===== config.mk =====
export PLATFORM = sky130hd
export DESIGN_NAME = boa_pmu_ctrl
export DESIGN_NICKNAME = d
export VERILOG_FILES = /design/src/rtl/boa_pmu_pkg.sv /design/src/rtl/boa_pmu_wdt.sv /design/src/rtl/boa_pmu_ctrl.sv
export SDC_FILE = /design/constraint.sdc
export NUM_CORES = 1
export LEC_CHECK = 0
export CAP_MARGIN = 15
export CELL_PAD_IN_SITES_DETAIL_PLACEMENT = 2
export CELL_PAD_IN_SITES_GLOBAL_PLACEMENT = 2
export CORE_MARGIN = 3
export CORE_UTILIZATION = 31
export CTS_CLUSTER_DIAMETER = 30
export DETAILED_ROUTE_END_ITERATION = 6
export PLACE_DENSITY = 0.77
export SYNTH_ARGS = -nofsm -noshare
export SYNTH_HDL_FRONTEND = slang
export SYNTH_SLANG_ARGS = --single-unit
export TNS_END_PERCENT = 5

===== constraint.sdc =====
create_clock -name clk -period 2.9 [get_ports clk]
set_input_delay 0.58 -clock clk [delete_from_list [all_inputs] [get_ports clk]]
set_output_delay 0.58 -clock clk [all_outputs]
set_load 0.005 [all_outputs]

===== src/rtl/boa_pmu_pkg.sv =====
// Shared definitions for the power-management unit: register map, unlock key, command and FSM encodings.
// No logic; constants and types only.
// Imported by boa_pmu_ctrl and boa_pmu_wdt.
package boa_pmu_pkg;

    // Register byte offsets (bus_addr[1:0] ignored)
    localparam logic [3:0] ADDR_CTRL       = 4'h0;
    localparam logic [3:0] ADDR_WDT_RELOAD = 4'h4;
    localparam logic [3:0] ADDR_WDT_COUNT  = 4'h8;
    localparam logic [3:0] ADDR_STATUS     = 4'hC;

    // Default unlock key expected in wdata[31:16] of CTRL / WDT_RELOAD writes
    localparam logic [15:0] PMU_KEY = 16'hB0A5;

    typedef enum logic [1:0] {
        CMD_NOP  = 2'd0,
        CMD_RST  = 2'd1,
        CMD_SHDN = 2'd2,
        CMD_KICK = 2'd3
    } pmu_cmd_e;

    typedef enum logic [2:0] {
        ST_IDLE     = 3'd0,
        ST_ARM_RST  = 3'd1,
        ST_ARM_SHDN = 3'd2,
        ST_FIRE_RST = 3'd3,
        ST_SHDN     = 3'd4
    } pmu_state_e;

endpackage


===== src/rtl/boa_pmu_wdt.sv =====
// Watchdog down-counter: loads on reload/kick, decrements on tick while enabled and running.
// Latency: count updates on the clock edge after tick/reload; expire is combinational on the decrement to 0.
// No backpressure; a reload in the same cycle as a tick wins and suppresses the decrement.
module boa_pmu_wdt
    import boa_pmu_pkg::*;
#(
    parameter int W = 24
) (
    input  logic         clk,
    input  logic         rst,
    input  logic         enable,
    input  logic         run,
    input  logic         tick,
    input  logic         reload_en,
    input  logic [W-1:0] reload_val,
    output logic [W-1:0] count,
    output logic         expire
);

    logic dec;

    // A count already at zero stays there; expiry is the single 1 -> 0 step
    assign dec    = enable && run && tick && !reload_en && (count != '0);
    assign expire = dec && (count == W'(1));

    // Count register: reload has priority over decrement
    always_ff @(posedge clk) begin
        if (rst) begin
            count <= '0;
        end else if (reload_en) begin
            count <= reload_val;
        end else if (dec) begin
            count <= count - W'(1);
        end
    end

endmodule


===== src/rtl/boa_pmu_ctrl.sv =====
// Power-management controller: keyed register interface, reset/poweroff sequencing FSM, watchdog.
// Latency: bus ack/rdata one cycle after bus_sel; accepted request -> pmu_rst/pmu_shdn after DELAY more cycles.
// Never stalls the bus: every access acks next cycle, unmapped or badly keyed writes are dropped.
module boa_pmu_ctrl
    import boa_pmu_pkg::*;
#(
    parameter int          DELAY = 16,
    parameter int          WDT_W = 24,
    parameter logic [15:0] KEY   = PMU_KEY
) (
    input  logic        clk,
    input  logic        rst,
    input  logic        tick,
    input  logic        bus_sel,
    input  logic        bus_we,
    input  logic [3:0]  bus_addr,
    input  logic [31:0] bus_wdata,
    output logic [31:0] bus_rdata,
    output logic        bus_ack,
    output logic        pmu_rst,
    output logic        pmu_shdn
);

    localparam int RL_W = (WDT_W < 16) ? WDT_W : 16;
    localparam int DCW  = (DELAY > 1) ? $clog2(DELAY) : 1;
    localparam logic [DCW-1:0] DLY_INIT = DCW'(DELAY - 1);

    pmu_state_e       state, state_next;
    logic [DCW-1:0]   dly_ctr;
    logic [WDT_W-1:0] reload_q, wr_reload, wdt_count, wdt_reload_val;
    logic             badkey, last_wdt, wdt_expire, wdt_reload_en;
    logic             armed, shdn_pending;
    logic [31:0]      rd_mux;
    logic [3:0]       reg_off;
    logic             key_ok, ctrl_wr, reload_wr, status_wr, ctrl_ok, reload_ok;
    logic             cmd_rst, cmd_shdn, cmd_kick, sw_taken, wdt_taken;
    pmu_cmd_e         cmd;
    logic             unused_addr_bits;

    // Bus decode
    assign unused_addr_bits = ^bus_addr[1:0];
    assign reg_off   = {bus_addr[3:2], 2'b00};
    assign key_ok    = (bus_wdata[31:16] == KEY);
    assign ctrl_wr   = bus_sel && bus_we && (reg_off == ADDR_CTRL);
    assign reload_wr = bus_sel && bus_we && (reg_off == ADDR_WDT_RELOAD);
    assign status_wr = bus_sel && bus_we && (reg_off == ADDR_STATUS);
    assign ctrl_ok   = ctrl_wr && key_ok;
    assign reload_ok = reload_wr && key_ok;
    assign cmd       = pmu_cmd_e'(bus_wdata[1:0]);
    assign cmd_rst   = ctrl_ok && (cmd == CMD_RST);
    assign cmd_shdn  = ctrl_ok && (cmd == CMD_SHDN);
    assign cmd_kick  = ctrl_ok && (cmd == CMD_KICK);
    assign wr_reload = WDT_W'(bus_wdata[RL_W-1:0]);

    // Which request the FSM actually accepts this cycle (software beats the watchdog)
    assign sw_taken  = ((state == ST_IDLE) && (cmd_rst || cmd_shdn)) ||
                       ((state == ST_ARM_RST) && cmd_shdn);
    assign wdt_taken = (state == ST_IDLE) && wdt_expire && !cmd_rst && !cmd_shdn;

    // Watchdog: a keyed reload write loads the new value, a kick reloads the stored one
    assign wdt_reload_en  = reload_ok || cmd_kick;
    assign wdt_reload_val = reload_ok ? wr_reload : reload_q;

    boa_pmu_wdt #(.W(WDT_W)) u_wdt (
        .clk        (clk),
        .rst        (rst),
        .enable     (reload_q != '0),
        .run        (state == ST_IDLE),
        .tick       (tick),
        .reload_en  (wdt_reload_en),
        .reload_val (wdt_reload_val),
        .count      (wdt_count),
        .expire     (wdt_expire)
    );

    // FSM state register
    always_ff @(posedge clk) begin
        if (rst) state <= ST_IDLE;
        else     state <= state_next;
    end

    // FSM next state: poweroff overrides a pending reset; reset requests never restart a countdown
    always_comb begin
        state_next = state;
        case (state)
            ST_IDLE: begin
                if (cmd_shdn)                  state_next = ST_ARM_SHDN;
                else if (cmd_rst || wdt_expire) state_next = ST_ARM_RST;
            end
            ST_ARM_RST: begin
                if (cmd_shdn)             state_next = ST_ARM_SHDN;
                else if (dly_ctr == '0)   state_next = ST_FIRE_RST;
            end
            ST_ARM_SHDN: if (dly_ctr == '0) state_next = ST_SHDN;
            ST_FIRE_RST: state_next = ST_IDLE;
            ST_SHDN:     state_next = ST_SHDN;
            default:     state_next = ST_IDLE;
        endcase
    end

    // FSM outputs
    always_comb begin
        pmu_rst      = (state == ST_FIRE_RST);
        pmu_shdn     = (state == ST_SHDN);
        armed        = (state == ST_ARM_RST) || (state == ST_ARM_SHDN);
        shdn_pending = (state == ST_ARM_SHDN) || (state == ST_SHDN);
    end

    // Delay counter: reloaded on every accepted transition into an ARM state
    always_ff @(posedge clk) begin
        if (rst) begin
            dly_ctr <= '0;
        end else if ((state == ST_IDLE && state_next != ST_IDLE) ||
                     (state == ST_ARM_RST && state_next == ST_ARM_SHDN)) begin
            dly_ctr <= DLY_INIT;
        end else if (dly_ctr != '0) begin
            dly_ctr <= dly_ctr - DCW'(1);
        end
    end

    // Software-visible registers: reload value, sticky bad-key flag, request cause
    always_ff @(posedge clk) begin
        if (rst) begin
            reload_q <= '0;
            badkey   <= 1'b0;
            last_wdt <= 1'b0;
        end else begin
            if (reload_ok)
                reload_q <= wr_reload;
            if ((ctrl_wr || reload_wr) && !key_ok)
                badkey <= 1'b1;
            else if (status_wr && bus_wdata[0])
                badkey <= 1'b0;
            if (sw_taken)
                last_wdt <= 1'b0;
            else if (wdt_taken)
                last_wdt <= 1'b1;
        end
    end

    // Read mux
    always_comb begin
        rd_mux = 32'd0;
        case (reg_off)
            ADDR_CTRL:       rd_mux = {30'd0, armed, shdn_pending};
            ADDR_WDT_RELOAD: rd_mux = 32'(reload_q);
            ADDR_WDT_COUNT:  rd_mux = 32'(wdt_count);
            ADDR_STATUS:     rd_mux = {29'd0, (reload_q != '0), last_wdt, badkey};
            default:         rd_mux = 32'd0;
        endcase
    end

    // Bus response: single-cycle ack, rdata only driven for reads
    always_ff @(posedge clk) begin
        if (rst) begin
            bus_ack   <= 1'b0;
            bus_rdata <= 32'd0;
        end else begin
            bus_ack   <= bus_sel;
            bus_rdata <= (bus_sel && !bus_we) ? rd_mux : 32'd0;
        end
    end

endmodule


==> impl_metrics.csv <==
group,metric,value,unit
route,viasPerCell,5.26,
pwr,combPwrFrac,0.105,
synth,synth_flop_cell,"dfxtp_1",
clock_network,hold_buffers,0,
pwr,p_leak,0.00189,µW
route,vias,3658,
worst_setup_path,cp-end-kind,"flop",
floorplanning,ioPinCount,76,
floorplanning,die_y,118,µm
place,post_dp_cell_area,4820,µm²
clock_network,clock_latency,0.35,ns
finish,finish.utilization,0.421,
finish,ff_latch_area,1640,µm²
worst_setup_path,cp_max_fo,7,
finish,layout.cell_area.non_filler,5120,µm²
pwr,power.density,499,nW/µm²
place,gp_congestion,0.840,
clock_network,htree_levels,3,
worst_setup_path,arrival,2.95,ns
finish,diodes,0,
global_route,antenna_found_initial,0,
route,firstDrtPassIters,4,
timing,clock_skew,0.00684,ns
floorplanning,die_w,118,µm
route,first_iter_violations,146,
clock_network,cts_setup_buffers,0,
timing,rsz0062_at_grt,"false",
finish,multiInputGateArea,2090,µm²
finish,nNetsFinal,566,
worst_setup_path,r2r_cells,8,
global_route,busiest_layer,"met2",
clock_network,cts-root-buf,"clkbuf_16",
worst_setup_path,cp.required,3.20,ns
global_route,use_met1,0.233,
global_route,met2_usage,0.328,
finish,areaGrowthSynthToFinish,31.3,%
worst_setup_path,r2r-start,"reload_q[11]",
synth,synth_edf_count,0,
global_route,grt_start_max_net_pins,49,
timing,setup_viol,0,
route,wl,12900,µm
synth,ys_ff_latch,82,
global_route,grtUsageTotal,0.191,
timing,period_share,0.914,
clock_network,clk_pin_slew,0.06,ns
floorplanning,rows,40,
hold_path,hold_start,"last_wdt",
place,dpl.cell_count,679,
place,dp_hpwl,9260,µm
clock_network,cts.sinks,82,
floorplanning,core_area,12200,µm²
global_route,grt_pass1_wl,21300,µm
timing,tightest_slew,0.671,ns
route,antenna_left,0,
hold_path,hold_end,"last_wdt",
finish,finalNonFillerCells,695,
worst_setup_path,startpoint_type,"input port",
pwr,switching_share,0.242,
global_route,first_global_vias,4013,
hold_path,whs_path_depth,2,
global_route,grt_overflow,0,
synth,syn_inst,449,
timing,min_period,2.65,ns
timing,slew_viol_final,0,
worst_setup_path,r2r_setup_slack,0.44,ns
floorplanning,start_util,0.320,
clock_network,cts_buffers,9,
synth,ys_seq_area_frac,0.421,
worst_setup_path,r2r-end,"u_wdt.count[19]",
hold_path,hold_class,"reg -> reg",
place,io_buffers,65,
worst_setup_path,critical_path_class,"in -> reg",
synth,synth_cell_type_count,50,
pwr,pwr-share-seq,0.455,
route,drc,0,
global_route,use_met3,0.0471,
clock_network,cts_resized,0,
timing,slew_headroom,0.552,
finish,fillCellCount,1345,
synth,async_flop_share,0,
pwr,intPower,1940,µW
status,outcome,"finished clean",
timing,tns,0,ns
finish,drive_above_1_share,0.102,
run,drv_cap,0,
clock_network,tritoncts,"done",
synth,synth_warnings,0,
synth,netlist_area,3900,µm²
pwr,p_switching,619,µW
synth,syn_avg_cell_area,8.68,µm²
pwr,clock_power_share,0.439,
pwr,irDropWorstVdd,0.338,mV
timing,finalHoldViolations,0,
timing,max_freq,377,MHz
route,post_drt_wl_per_cell,18.5,µm
floorplanning,dieArea,14000,µm²
clock_network,cts_max_path_buffers,2,
[cell type report]
cell class | count | share of cell area
multi-input combinational | 333 | 0.408
sequential | 82 | 0.321
timing repair buffer | 90 | 0.169
clock buffer | 13 | 0.0528
tap | 168 | 0.0411
clock inverter | 3 | 0.00440
inverter | 6 | 0.00440
[power by group through the flow]
stage          sequential, µW  clock [µW]  combinational (µW)
5_1_grt                  1170        1210                 299
3_5_place_dp             1190           0                 272
6_report                 1160        1120                 268
3_3_place_gp             1190           0                 253
2_1_floorplan            1180           0                 165
4_1_cts                  1160        1160                 274
[placed cells by master (no fill, tap or decap), types with 3 or more instances in the layout]
cell type        netlist  routed
nor4b_1                3       3
conb_1                 1       8
a21oi_1               32      32
o21ai_1                3       3
o21ai_0                9       9
nor4bb_1               5       5
clkbuf_8               0       3
nor4_1                21      21
buf_4                 10      23
ha_1                   3       3
a21o_1                13      13
dfxtp_1               82      82
a221oi_1               3       3
inv_1                  6       6
or2_2                  4       4
clkinvlp_4             0       3
mux2i_1               17      17
nor2_1                59      59
nand2_1               17      17
a211oi_1               4       4
and2_1                11      11
xnor2_1               17      17
clkbuf_16              0       9
nor2b_1                7       7
o22ai_1                4       4
or3_1                  8       8
nand2b_1               3       3
and3_1                 8       8
nand3_1                4       4
nand4_1                7       7
clkdlybuf4s50_1        0      65
nor3_1                15      15
a22oi_1               23      23
[synth_stat cells (2+ instances only)]
cell / instances / area (µm²)
a211oi_1: 4 / 30.0
a21o_1: 13 / 97.6
a21oi_1: 32 / 160
a221oi_1: 3 / 26.3
a22oi_1: 23 / 173
and2_1: 11 / 68.8
and3_1: 8 / 50.1
buf_2: 4 / 20.0
buf_4: 10 / 75.1
clkbuf_1: 21 / 78.8
dfxtp_1: 82 / 1640
ha_1: 3 / 37.5
inv_1: 6 / 22.5
mux2_2: 2 / 22.5
mux2i_1: 17 / 170
nand2_1: 17 / 63.8
nand2b_1: 3 / 18.8
nand3_1: 4 / 20.0
nand4_1: 7 / 43.8
nor2_1: 59 / 221
nor2b_1: 7 / 43.8
nor3_1: 15 / 75.1
nor3_2: 2 / 20.0
nor3b_1: 2 / 15.0
nor4_1: 21 / 131
nor4_4: 2 / 42.5
nor4b_1: 3 / 26.3
nor4bb_1: 5 / 50.1
o21a_1: 2 / 15.0
o21ai_0: 9 / 45.0
o21ai_1: 3 / 15.0
o21bai_1: 2 / 15.0
o22ai_1: 4 / 25.0
or2_2: 4 / 25.0
or3_1: 8 / 50.1
xnor2_1: 17 / 149
[layer usage]
layer,routed length [µm],part of all wire
met5,0,0
met4,246,0.019
met3,433,0.034
met2,6420,0.50
met1,5780,0.45
[sequential cells by signal (all words and copies together), names as in the netlist]
signal and count:
dly_ctr 4, bus_ack 1, u_wdt.count 24, last_wdt 1
badkey 1, reload_q 24, bus_rdata 24, state 3
[stage by stage]
stage | setup slack, ns | total power (µW) | hold slack, ns
2_1_floorplan | 0.576 | 1350 | 0.462
3_3_place_gp | 0.101 | 1440 | 0.482
3_5_place_dp | -0.0920 | 1460 | 0.500
4_1_cts | 0.278 | 2600 | 0.509
5_1_grt | 0.0448 | 2670 | 0.541
6_report | 0.248 | 2550 | 0.504
[worst max path at each step]
| stage | from | to | slack (ns) | depth (start not counted) |
|---|---|---|---|---|
| detailed placement | bus_wdata[18] | u_wdt.count[19] | -0.09 | 8 |
| CTS | bus_wdata[18] | u_wdt.count[19] | 0.28 | 8 |
| finish | bus_wdata[18] | u_wdt.count[19] | 0.25 | 8 |
| floorplan | bus_wdata[25] | u_wdt.count[12] | 0.58 | 9 |
| global placement | bus_wdata[18] | u_wdt.count[15] | 0.10 | 8 |
| global route | bus_wdata[18] | u_wdt.count[19] | 0.04 | 8 |
[critical path, cell delays in order]
cell and delay [ns]:
clkdlybuf4s50_1 0.48, nor4bb_1 0.47, and3_1 0.34, and3_1 0.35, buf_4 0.20, nand2_1 0.09, a21boi_0 0.27, o211a_1 0.17
[kinds of logic after synthesis]
| family | Yosys count | synth area share |
|---|---|---|
| flip-flops | 82 | 0.421 |
| other | 1 | 0.000962 |
| buffers and inverters | 41 | 0.0504 |
| AO/OA/AOI/OAI | 103 | 0.171 |
| XOR/XNOR | 17 | 0.0382 |
| AND/OR/NAND/NOR | 183 | 0.259 |
| adder cells (fa/ha/maj) | 3 | 0.00963 |
| multiplexers | 19 | 0.0494 |
Note: power is estimated with default switching activity, not from simulation.
